==> config.mk <==
export PLATFORM = sky130hd
export DESIGN_NAME = seg_scan_display
export DESIGN_NICKNAME = d
export VERILOG_FILES = /design/src/rtl/seg_scan_display.sv
export SDC_FILE = /design/constraint.sdc
export NUM_CORES = 1
export LEC_CHECK = 0
export BUFFER_PORTS_ARGS = -buffer_cell sky130_fd_sc_hd__buf_2
export CAP_MARGIN = 10
export CORE_MARGIN = 2
export CORE_UTILIZATION = 38
export DETAILED_ROUTE_END_ITERATION = 10
export PLACE_DENSITY = 0.68
export SLEW_MARGIN = 10
export SYNTH_ARGS = -nofsm -noshare
export SYNTH_HDL_FRONTEND = slang
export SYNTH_SLANG_ARGS = --single-unit
==> constraint.sdc <==
create_clock -name clk -period 2.39 [get_ports clk]
set_input_delay 0.3585 -clock clk [delete_from_list [all_inputs] [get_ports clk]]
set_output_delay 0.3585 -clock clk [all_outputs]
set_load 0.02 [all_outputs]
==> src/rtl/seg_scan_display.sv <==
// rtl/seg_scan_display.sv - time-multiplexed seven-segment scan driver; optional LEADING_ZERO_BLANK_EN
module seg_scan_display #(
  parameter int NUM_DIGITS    = 4,
  parameter int SCAN_DIV      = 100000,
  parameter bit AN_ACTIVE_LOW = 1'b1
) (
  input  logic                    clk,
  input  logic                    reset,
  input  logic                    load,
  input  logic [4*NUM_DIGITS-1:0] data_in,
  input  logic [NUM_DIGITS-1:0]   dp_in,
  input  logic [NUM_DIGITS-1:0]   blank_in,
  output logic [NUM_DIGITS-1:0]   an,
  output logic [7:0]              dispcode
);

  localparam int CNT_W = (SCAN_DIV > 1) ? $clog2(SCAN_DIV) : 1;
  localparam int IDX_W = (NUM_DIGITS > 1) ? $clog2(NUM_DIGITS) : 1;
  localparam logic [CNT_W-1:0]      CNT_LAST = CNT_W'(SCAN_DIV - 1);
  localparam logic [IDX_W-1:0]      IDX_LAST = IDX_W'(NUM_DIGITS - 1);
  localparam logic [NUM_DIGITS-1:0] AN_OFF   = {NUM_DIGITS{AN_ACTIVE_LOW}};

  logic [CNT_W-1:0]        cnt_q, cnt_d;
  logic [IDX_W-1:0]        idx_q, idx_d;
  logic [4*NUM_DIGITS-1:0] sh_data_q, sh_data_d;
  logic [NUM_DIGITS-1:0]   sh_dp_q, sh_dp_d;
  logic [NUM_DIGITS-1:0]   sh_blank_q, sh_blank_d;
  logic [NUM_DIGITS-1:0]   an_q, an_d;
  logic [7:0]              dispcode_q, dispcode_d;

  logic [NUM_DIGITS-1:0]   suppress;
  logic [NUM_DIGITS-1:0]   sel_onehot;
  logic [3:0]              sel_nib;
  logic                    sel_dp;
  logic                    sel_dark;

  // Shared hex decoder: segments g..a, active-low.
  function automatic logic [6:0] seg_decode(input logic [3:0] nib);
    case (nib)
      4'h0:    seg_decode = 7'h40;
      4'h1:    seg_decode = 7'h79;
      4'h2:    seg_decode = 7'h24;
      4'h3:    seg_decode = 7'h30;
      4'h4:    seg_decode = 7'h19;
      4'h5:    seg_decode = 7'h12;
      4'h6:    seg_decode = 7'h02;
      4'h7:    seg_decode = 7'h58;
      4'h8:    seg_decode = 7'h00;
      4'h9:    seg_decode = 7'h10;
      4'hA:    seg_decode = 7'h08;
      4'hB:    seg_decode = 7'h03;
      4'hC:    seg_decode = 7'h46;
      4'hD:    seg_decode = 7'h21;
      4'hE:    seg_decode = 7'h06;
      default: seg_decode = 7'h0E;
    endcase
  endfunction

  // Prescaler, digit index and shadow register next-state.
  always_comb begin
    cnt_d      = cnt_q;
    idx_d      = idx_q;
    sh_data_d  = sh_data_q;
    sh_dp_d    = sh_dp_q;
    sh_blank_d = sh_blank_q;
    if (cnt_q == CNT_LAST) begin
      cnt_d = '0;
      idx_d = (idx_q == IDX_LAST) ? '0 : idx_q + 1'b1;
    end else begin
      cnt_d = cnt_q + 1'b1;
    end
    if (load) begin
      sh_data_d  = data_in;
      sh_dp_d    = dp_in;
      sh_blank_d = blank_in;
    end
  end

  // Leading-zero suppression: walk down from the top digit while nibbles and dps stay clear.
`ifdef LEADING_ZERO_BLANK_EN
  logic lz_quiet;
  always_comb begin
    suppress = '0;
    lz_quiet = 1'b1;
    for (int i = NUM_DIGITS - 1; i > 0; i--) begin
      lz_quiet    = lz_quiet && (sh_data_q[4*i +: 4] == 4'h0) && !sh_dp_q[i];
      suppress[i] = lz_quiet;
    end
  end
`else
  // Suppression disabled: every non-blanked digit is shown.
  always_comb begin
    suppress = '0;
  end
`endif

  // Select the current digit and form the anode/segment pair registered together.
  always_comb begin
    sel_onehot = '0;
    sel_nib    = 4'h0;
    sel_dp     = 1'b0;
    sel_dark   = 1'b0;
    for (int i = 0; i < NUM_DIGITS; i++) begin
      if (idx_q == IDX_W'(i)) begin
        sel_onehot[i] = 1'b1;
        sel_nib       = sh_data_q[4*i +: 4];
        sel_dp        = sh_dp_q[i];
        sel_dark      = sh_blank_q[i] | suppress[i];
      end
    end
    if (sel_dark) begin
      an_d       = AN_OFF;
      dispcode_d = 8'hFF;
    end else begin
      an_d       = AN_ACTIVE_LOW ? ~sel_onehot : sel_onehot;
      dispcode_d = {~sel_dp, seg_decode(sel_nib)};
    end
  end

  // State registers; reset blanks the display immediately.
  always_ff @(posedge clk or posedge reset) begin
    if (reset) begin
      cnt_q      <= '0;
      idx_q      <= '0;
      sh_data_q  <= '0;
      sh_dp_q    <= '0;
      sh_blank_q <= '0;
      an_q       <= AN_OFF;
      dispcode_q <= 8'hFF;
    end else begin
      cnt_q      <= cnt_d;
      idx_q      <= idx_d;
      sh_data_q  <= sh_data_d;
      sh_dp_q    <= sh_dp_d;
      sh_blank_q <= sh_blank_d;
      an_q       <= an_d;
      dispcode_q <= dispcode_d;
    end
  end

  assign an       = an_q;
  assign dispcode = dispcode_q;

endmodule

==> flow_summary.yaml, run 1 <==
pwr:
  intPower_mw: 1.37
  vdd.ir_drop.worst_mv: 0.234
  seqPwrFrac: 0.560
  combPwrFrac: 0.143
  power_mw: 1.85
  p_leak_nw: 1.34
  power_switching_share: 0.262
  pwr-share-clk: 0.297
  switching_power_mw: 0.484
  p_per_area_mw_per_mm2: 598
timing:
  rsz0062_at_grt: "no"
  finClkSkew_ns: 0.0103
  worst_pin_slew_ns: 0.554
  report.final.slew_viol_count: 0
  finalCritPeriodShare: 0.917
  timing.slew.headroom: 0.631
  finalSetupViolations: 0
  fmax_mhz: 456
  finalHoldViolations: 0
  setup-tns-final_ns: 0
  min_period_ns: 2.19
finish:
  drive_above_1_share: 0.356
  insertedDiodeCount: 0
  area_growth_pct: 15.3
  num-nets-final: 313
floorplanning:
  core_area_mm2: 0.00683
  initial_core_util: 0.393
  die_width_um: 88.0
  ios: 39
  rows: 30
  die-area_mm2: 0.00775
  die_y_um: 88.0
setup_path:
  path_class: "register to register"
  path_delay_family: "compound AO/OA/AOI/OAI gates"
  cp_max_fo: 8
  slowest_stage: "dfrtp_1"
  critPathCaptureType: "register"
  max_stage_delay_ns: 0.42
  path_cells: "inv_1 -> ha_1 -> nand2_1 -> o21ai_0 -> o221a_2 -> inv_1 -> ha_1 -> o311ai_0"
  cp_num_buf_inv: 2
  crit_arrival_ns: 2.39
  cp-start-kind: "register"
  cp_data_required_time_ns: 2.59
place:
  portBuffers: 38
  gp_congestion: 0.837
  place.detailed.hpwl_um: 3660
detailed_routing:
  via_per_inst: 4.93
  routed_wl_um: 4860
  dr_total_vias: 1845
  drtPass1Iterations: 4
  wl_per_cell_um: 13.0
  detail-route-antenna-nets: 0
  drt_iter0_drc: 102
  drc: 0
global_route:
  grt_start_max_net_pins: 31
  grt_use_total: 0.142
  overflow: 0
  grt_first_pass_wirelength_um: 8540
  grt_pass1_vias: 1834
  antenna_found_initial: 0
clocking:
  cts_tree: "built"
  path_clk_slew_ns: 0.10
  clock-root-buffer: "clkbuf_8"
  ctsResizeCount: 0
  post-cts-setup-buffers: 0
  holdBufCountCts: 0
  clock_path_buffers: 2
  cts_buffers: 5
  clk-insertion-delay-late_ns: 0.31
  clock_sinks: 55
  h-tree-depth: 2
yosys:
  ys_async_sr_fraction: 1.00
  syn_nets: 272
  yosysUniqueCellTypes: 51
  postSynthCellCount: 236
  synth_edf_count: 0
  synthesis.area_mm2: 0.00268
  synth_ff_type: "dfrtp_1"
  avgSynthCellArea_um2: 11.4
  yosysSeqAreaShare: 0.519
  yosysMostFrequentCell: "dfrtp_1"
  yosys.area.top_type: "dfrtp_1"
  ys_ff_latch: 55
  netlist.area_leader.share: 0.401
  synthTopCellsByArea: "dfrtp_1, dfstp_2, mux2_2"
  synth_common_cells: "dfrtp_1, nand2_1, mux2_2"
  yosysWarningCount: 0
hold_path:
  hp-class: "input port to async pin"
run:
  cap_viol_max_count: 0
status:
  status: "complete, no violations"
## stage by stage
step	hold slack (ns)	instance area [um^2]	setup slack, ns	utilization	std cells
final	0.0734	3090	0.199	0.453	374
after global routing	0.119	3090	0.0261	0.453	374
after CTS	0.0876	3090	0.178	0.453	374
after detailed placement	0.442	3000	0.196	0.438	366
after global placement	0.438	3000	0.344	0.438	366
after floorplan	0.451	2680	0.293	-	236
## state kept, by name, summed over array words and instances, names as in the netlist
register / count
sh_data_q: 16
dispcode: 8
idx_q: 2
an: 4
cnt_q: 17
sh_blank_q: 4
sh_dp_q: 4
## layout make-up
| class | count | area (um^2) |
|---|---|---|
| fill | 669 | 3740 |
| inverter | 9 | 33.8 |
| multi-input combinational | 163 | 1210 |
| tap | 96 | 120 |
| clock buffer | 6 | 82.6 |
| sequential | 55 | 1390 |
| clock inverter | 2 | 16.3 |
| timing repair buffer | 43 | 240 |
## final timing paths
check / slack, ns / cells past startpoint / startpoint / end
min: 0.07 / 2 / reset / sh_dp_q[2]
max: 0.20 / 8 / idx_q[0] / dispcode[5]
max in group asynchronous: 1.77 / 3 / reset / cnt_q[0]
min reg2reg: 0.49 / 1 / cnt_q[0] / cnt_q[0]
min in group clk: 0.26 / 3 / blank_in[2] / sh_blank_q[2]
max reg2reg: 0.20 / 8 / idx_q[0] / dispcode[5]
## cells in the final DEF, fill, tap and decap left out, types with 3 or more instances in the layout
cell type  synthesis  layout
dfrtp_1           43      43
buf_2              5      38
nand2_1           26      26
mux2_2            22      22
nor2_1            12      12
dfstp_2           12      12
o21ai_0            9       9
nand3_1            9       9
ha_1               9       9
nand2b_1           7       7
xnor2_1            7       7
xor2_1             7       7
inv_1              7       6
clkbuf_8           0       6
nor2b_1            5       5
nand4_1            5       5
nand3b_1           4       4
buf_4              0       4
inv_2              2       3
mux2i_1            3       3
nor3_1             3       3
a21oi_1            3       3
## metal layers
layer | track usage | routed length [um]
met5 | 0 | 0
met4 | 0.0455 | 67
met3 | 0.0283 | 163
met2 | 0.250 | 2530
met1 | 0.177 | 2100
## power by group through the flow
stage | Clock, mW | Combinational [mW] | Sequential, mW
after floorplan | 0 | 0.155 | 1.08
after global placement | 0 | 0.264 | 1.06
after detailed placement | 0 | 0.267 | 1.06
after CTS | 0.571 | 0.268 | 1.04
after global routing | 0.613 | 0.296 | 1.05
final | 0.549 | 0.264 | 1.04
## cells by family (layout without fill, tap and decap cells)
logic type / count (synthesis) / in the layout / synth area share
fa+ha+maj: 9 / 9 / 0.0420
buf+inv: 18 / 60 / 0.0303
compound gates: 32 / 32 / 0.0970
xor+xnor: 14 / 14 / 0.0457
simple gates: 83 / 83 / 0.163
mux: 25 / 25 / 0.104
flops: 55 / 55 / 0.519
Note: power is estimated with default switching activity, not from simulation.
==> inputs of run 2 (changes only) <==
- CAP_MARGIN: 10 -> 20
- CORE_UTILIZATION: 38 -> 45
- PLACE_DENSITY: 0.68 -> 0.76
==> flow_summary.yaml, run 2 (synthesis results as in run 1) <==
status:
  status: "complete, no violations"
floorplanning:
  die_width_um: 81.2
  die_y_um: 81.2
  core_area_mm2: 0.00585
  initial_core_util: 0.459
  ios: 39
  rows: 28
  die-area_mm2: 0.00660
clocking:
  h-tree-depth: 2
  clock_sinks: 55
  cts_tree: "built"
  cts_buffers: 5
  clock-root-buffer: "clkbuf_8"
  holdBufCountCts: 0
  clock_path_buffers: 2
  path_clk_slew_ns: 0.09
  clk-insertion-delay-late_ns: 0.30
timing:
  setup-tns-final_ns: 0
  finalSetupViolations: 0
  finClkSkew_ns: 0.00344
  fmax_mhz: 452
  report.final.slew_viol_count: 0
  timing.slew.headroom: 0.567
  rsz0062_at_grt: "no"
  finalCritPeriodShare: 0.925
  worst_pin_slew_ns: 0.650
  finalHoldViolations: 0
  whs_ns: 0.219
  min_period_ns: 2.21
detailed_routing:
  dr_total_vias: 1872
  via_per_inst: 5.30
  wl_met2_um: 2650
  drc: 0
  wl_per_cell_um: 14.0
  wl_met3_um: 199
  drt_iter0_drc: 75
  routed_wl_um: 4950
  top_layer_used: "met4"
  drtPass1Iterations: 5
  wl_met1_um: 2010
  detail-route-antenna-nets: 0
setup_path:
  cp_data_required_time_ns: 2.63
  path_class: "register to register"
  crit_arrival_ns: 2.45
  critPathCaptureType: "register"
  cp-start-kind: "register"
  cp_max_fo: 7
pwr:
  intPower_mw: 1.44
  power_switching_share: 0.246
  p_per_area_mw_per_mm2: 618
  switching_power_mw: 0.469
  combPwrFrac: 0.140
  seqPwrFrac: 0.544
  vdd.ir_drop.worst_mv: 0.320
  pwr-share-clk: 0.316
  power_mw: 1.91
  p_leak_nw: 1.34
finish:
  finalInstanceArea_mm2: 0.00309
  layout_common_cells: "dfrtp_1, buf_2, nand2_1, mux2_2"
  fin_util: 0.528
  drive_above_1_share: 0.367
  area_growth_pct: 15.1
  insertedDiodeCount: 0
  top_register: "cnt_q"
  final_common_cell: "dfrtp_1"
  num-nets-final: 313
  largest_register_ffs: 17
global_route:
  antenna_found_initial: 0
  grt_first_pass_wirelength_um: 8180
  overflow: 0
  grt_use_total: 0.164
  grt_start_max_net_pins: 56
  grt_pass1_vias: 1848
place:
  place_area_mm2: 0.00296
  place.detailed.hpwl_um: 3670
  gp_congestion: 0.943
  portBuffers: 38
hold_path:
  hp-class: "input port to async pin"
run:
  cap_viol_max_count: 0
==> run 2: repair_timing <==
item | 4_1_cts | 5_1_grt
buffers inserted | 0 | 0
gates resized for setup | 0 | 4
setup endpoints to repair | 0 | 2
==> run 2: worst max-delay path, cell delays in order, from the launching register on <==
cell       delay [ns]
dfrtp_1          0.40
inv_1            0.13
ha_1             0.26
or2_2            0.34
o221ai_2         0.27
inv_2            0.14
ha_1             0.24
nand2_1          0.11
nand4_1          0.12
a2bb2oi_1        0.14
==> run 2: layout make-up <==
cell class | instances | area [um^2]
repair buffers | 43 | 228
clock inverters | 3 | 43.8
inverters | 9 | 37.5
clock buffers | 5 | 68.8
multi-input cells | 163 | 1220
well taps | 75 | 93.8
flip-flops and latches | 55 | 1390
fillers | 541 | 2760
==> run 2: path summary, 6_finish.rpt <==
check,end,from,cells past startpoint,slack [ns]
worst max-delay path,dispcode[3],idx_q[0],9,0.18
worst min-delay path,sh_blank_q[1],reset,3,0.22
worst max register to register,dispcode[3],idx_q[0],9,0.18
worst min register to register,cnt_q[12],cnt_q[12],1,0.50
max in group asynchronous,sh_data_q[3],reset,3,1.75
min in group clk,sh_data_q[15],data_in[15],3,0.26
==> run 2: power by group through the flow <==
stage               combinational [mW]  sequential (mW)  clock (mW)
CTS                              0.268             1.04       0.625
global placement                 0.257             1.06           0
detailed placement               0.266             1.06           0
floorplan                        0.155             1.08           0
finish                           0.268             1.04       0.603
global route                     0.295             1.05       0.678
==> run 2: per-layer routing <==
metal / track usage / vias to the layer above
met1: 0.177 / 907
met2: 0.307 / 48
li1: - / 905
met4: 0.0678 / 0
met3: 0.0367 / 12
met5: 0 / -
==> run 2: metrics by stage <==
step	instances	setup WS [ns]
after global routing	353	0.00525
after global placement	345	0.284
after floorplan	236	0.293
after detailed placement	345	0.197
final	353	0.179
after CTS	353	0.173
==> inputs of run 3 (changes only) <==
- PLACE_DENSITY: 0.76 -> 0.79
- clock period: 2.39 -> 2 ns (I/O delays scaled with it)
==> flow_summary.yaml, run 3 (synthesis results as in run 1) <==
setup_path:
  r2r-start: "idx_q[1]"
  cp_max_fo: 7
  cp_data_required_time_ns: 2.20
  cp_num_buf_inv: 2
  path_class: "register to register"
  startpoint: "idx_q[1]"
  cpMostUsedCell: "ha_4"
  path_delay_family: "compound AO/OA/AOI/OAI gates"
  crit_arrival_ns: 2.21
  slowest_stage: "dfrtp_1"
  cp-start-kind: "register"
  path_cells: "buf_6 -> ha_4 -> or2_4 -> o221ai_4 -> buf_12 -> ha_4 -> nand2b_1 -> o211ai_1 -> o311ai_1"
  critPathCaptureType: "register"
  max_stage_delay_ns: 0.46
finish:
  area_growth_pct: 24.5
  finalInstanceArea_mm2: 0.00334
  top_register: "cnt_q"
  layout_common_cells: "dfrtp_1, buf_2, nand2_1, mux2_2, buf_4"
  drive_above_1_share: 0.454
  num-nets-final: 328
  insertedDiodeCount: 0
  largest_register_ffs: 17
  final_common_cell: "dfrtp_1"
  fin_util: 0.571
global_route:
  gr-usage-met2: 0.307
  grt_use_total: 0.170
  use_met3: 0.0400
  overflow: 0
  antenna_found_initial: 0
  grt_first_pass_wirelength_um: 8560
  grt_util_met1: 0.199
  grt-busiest-layer: "met2"
  grt_pass1_vias: 1906
  grt_start_max_net_pins: 34
detailed_routing:
  drtPass1Iterations: 4
  detail-route-antenna-nets: 0
  dr_total_vias: 1942
  wl_per_cell_um: 14.5
  drc: 0
  drt_iter0_drc: 111
  routed_wl_um: 5320
  via_per_inst: 5.28
timing:
  finalCritPeriodShare: 1.00
  worst_pin_slew_ns: 0.541
  whs_ns: 0.00778
  timing.slew.headroom: 0.639
  finalSetupViolations: 1
  finalHoldViolations: 0
  rsz0062_at_grt: "yes"
  layout_setup_ws_ns: -0.00987
  min_period_ns: 2.01
  report.final.slew_viol_count: 0
  fmax_mhz: 498
  finClkSkew_ns: 0.00602
pwr:
  vdd.ir_drop.worst_mv: 0.398
  power_mw: 2.20
  p_per_area_mw_per_mm2: 659
  p_leak_nw: 1.43
floorplanning:
  core_area_mm2: 0.00585
  die_width_um: 81.2
  die-area_mm2: 0.00660
  die_y_um: 81.2
  rows: 28
  ios: 39
  initial_core_util: 0.459
clocking:
  clock_sinks: 55
  h-tree-depth: 2
  clk-insertion-delay-late_ns: 0.31
  clock_path_buffers: 2
  cts_buffers: 5
  path_clk_slew_ns: 0.09
  clock-root-buffer: "clkbuf_8"
  cts_tree: "built"
  holdBufCountCts: 0
place:
  place.detailed.hpwl_um: 3690
  place_area_mm2: 0.00304
  gp_congestion: 0.856
  portBuffers: 38
status:
  status: "finished, violations left"
  violations: "negative setup slack"
run:
  cap_viol_max_count: 0
hold_path:
  hp-class: "input port to async pin"
-- run 3: area by class of cell --
class	instances	area, um^2
Sequential cell	55	1390
Tap cell	75	93.8
Clock buffer	5	68.8
Multi-Input combinational cell	163	1350
Timing Repair Buffer	58	382
Inverter	9	36.3
Clock inverter	3	15.0
Fill cell	470	2510
-- run 3: power by group --
group	internal, mW	switching (mW)
combinational	0.178	0.194
clock	0.240	0.346
sequential	1.21	0.0371
total	1.62	0.578
-- run 3: what timing repair did --
item	CTS	global route
endpoints found under the setup margin	5	8
buffers inserted	0	7
pin swaps	0	6
gates resized for setup	2	29
-- run 3: routing by layer --
layer,vias to the layer above,wire length [um]
met1,959,2070
met3,8,214
met4,0,80
met2,40,2960
li1,935,-
met5,-,0
-- run 3: metrics by stage --
stage                     worst slack (ns)  cells  setup TNS (ns)
after global routing               -0.0888    368          -0.321
after CTS                          -0.0298    361         -0.0571
after detailed placement           -0.0466    353          -0.101
final                             -0.00987    368        -0.00987
after floorplan                     0.0449    236               0
after global placement             0.00631    353               0
-- run 3: worst reg2reg max path: stages, from the launching register on --
cell and delay, ns:
dfrtp_1 0.46, buf_6 0.15, ha_4 0.17, or2_4 0.26, o221ai_4 0.25, buf_12 0.15
ha_4 0.19, nand2b_1 0.06, o211ai_1 0.10, o311ai_1 0.12
-- run 3: worst paths after layout --
check	endpoint	slack, ns	depth (start not counted)
min in group clk	sh_blank_q[2]	0.20	3
min	sh_blank_q[1]	0.008	2
min reg2reg	cnt_q[0]	0.48	1
max in group asynchronous	idx_q[0]	1.46	3
max	dispcode[1]	-0.01	9
max reg2reg	dispcode[1]	-0.01	9
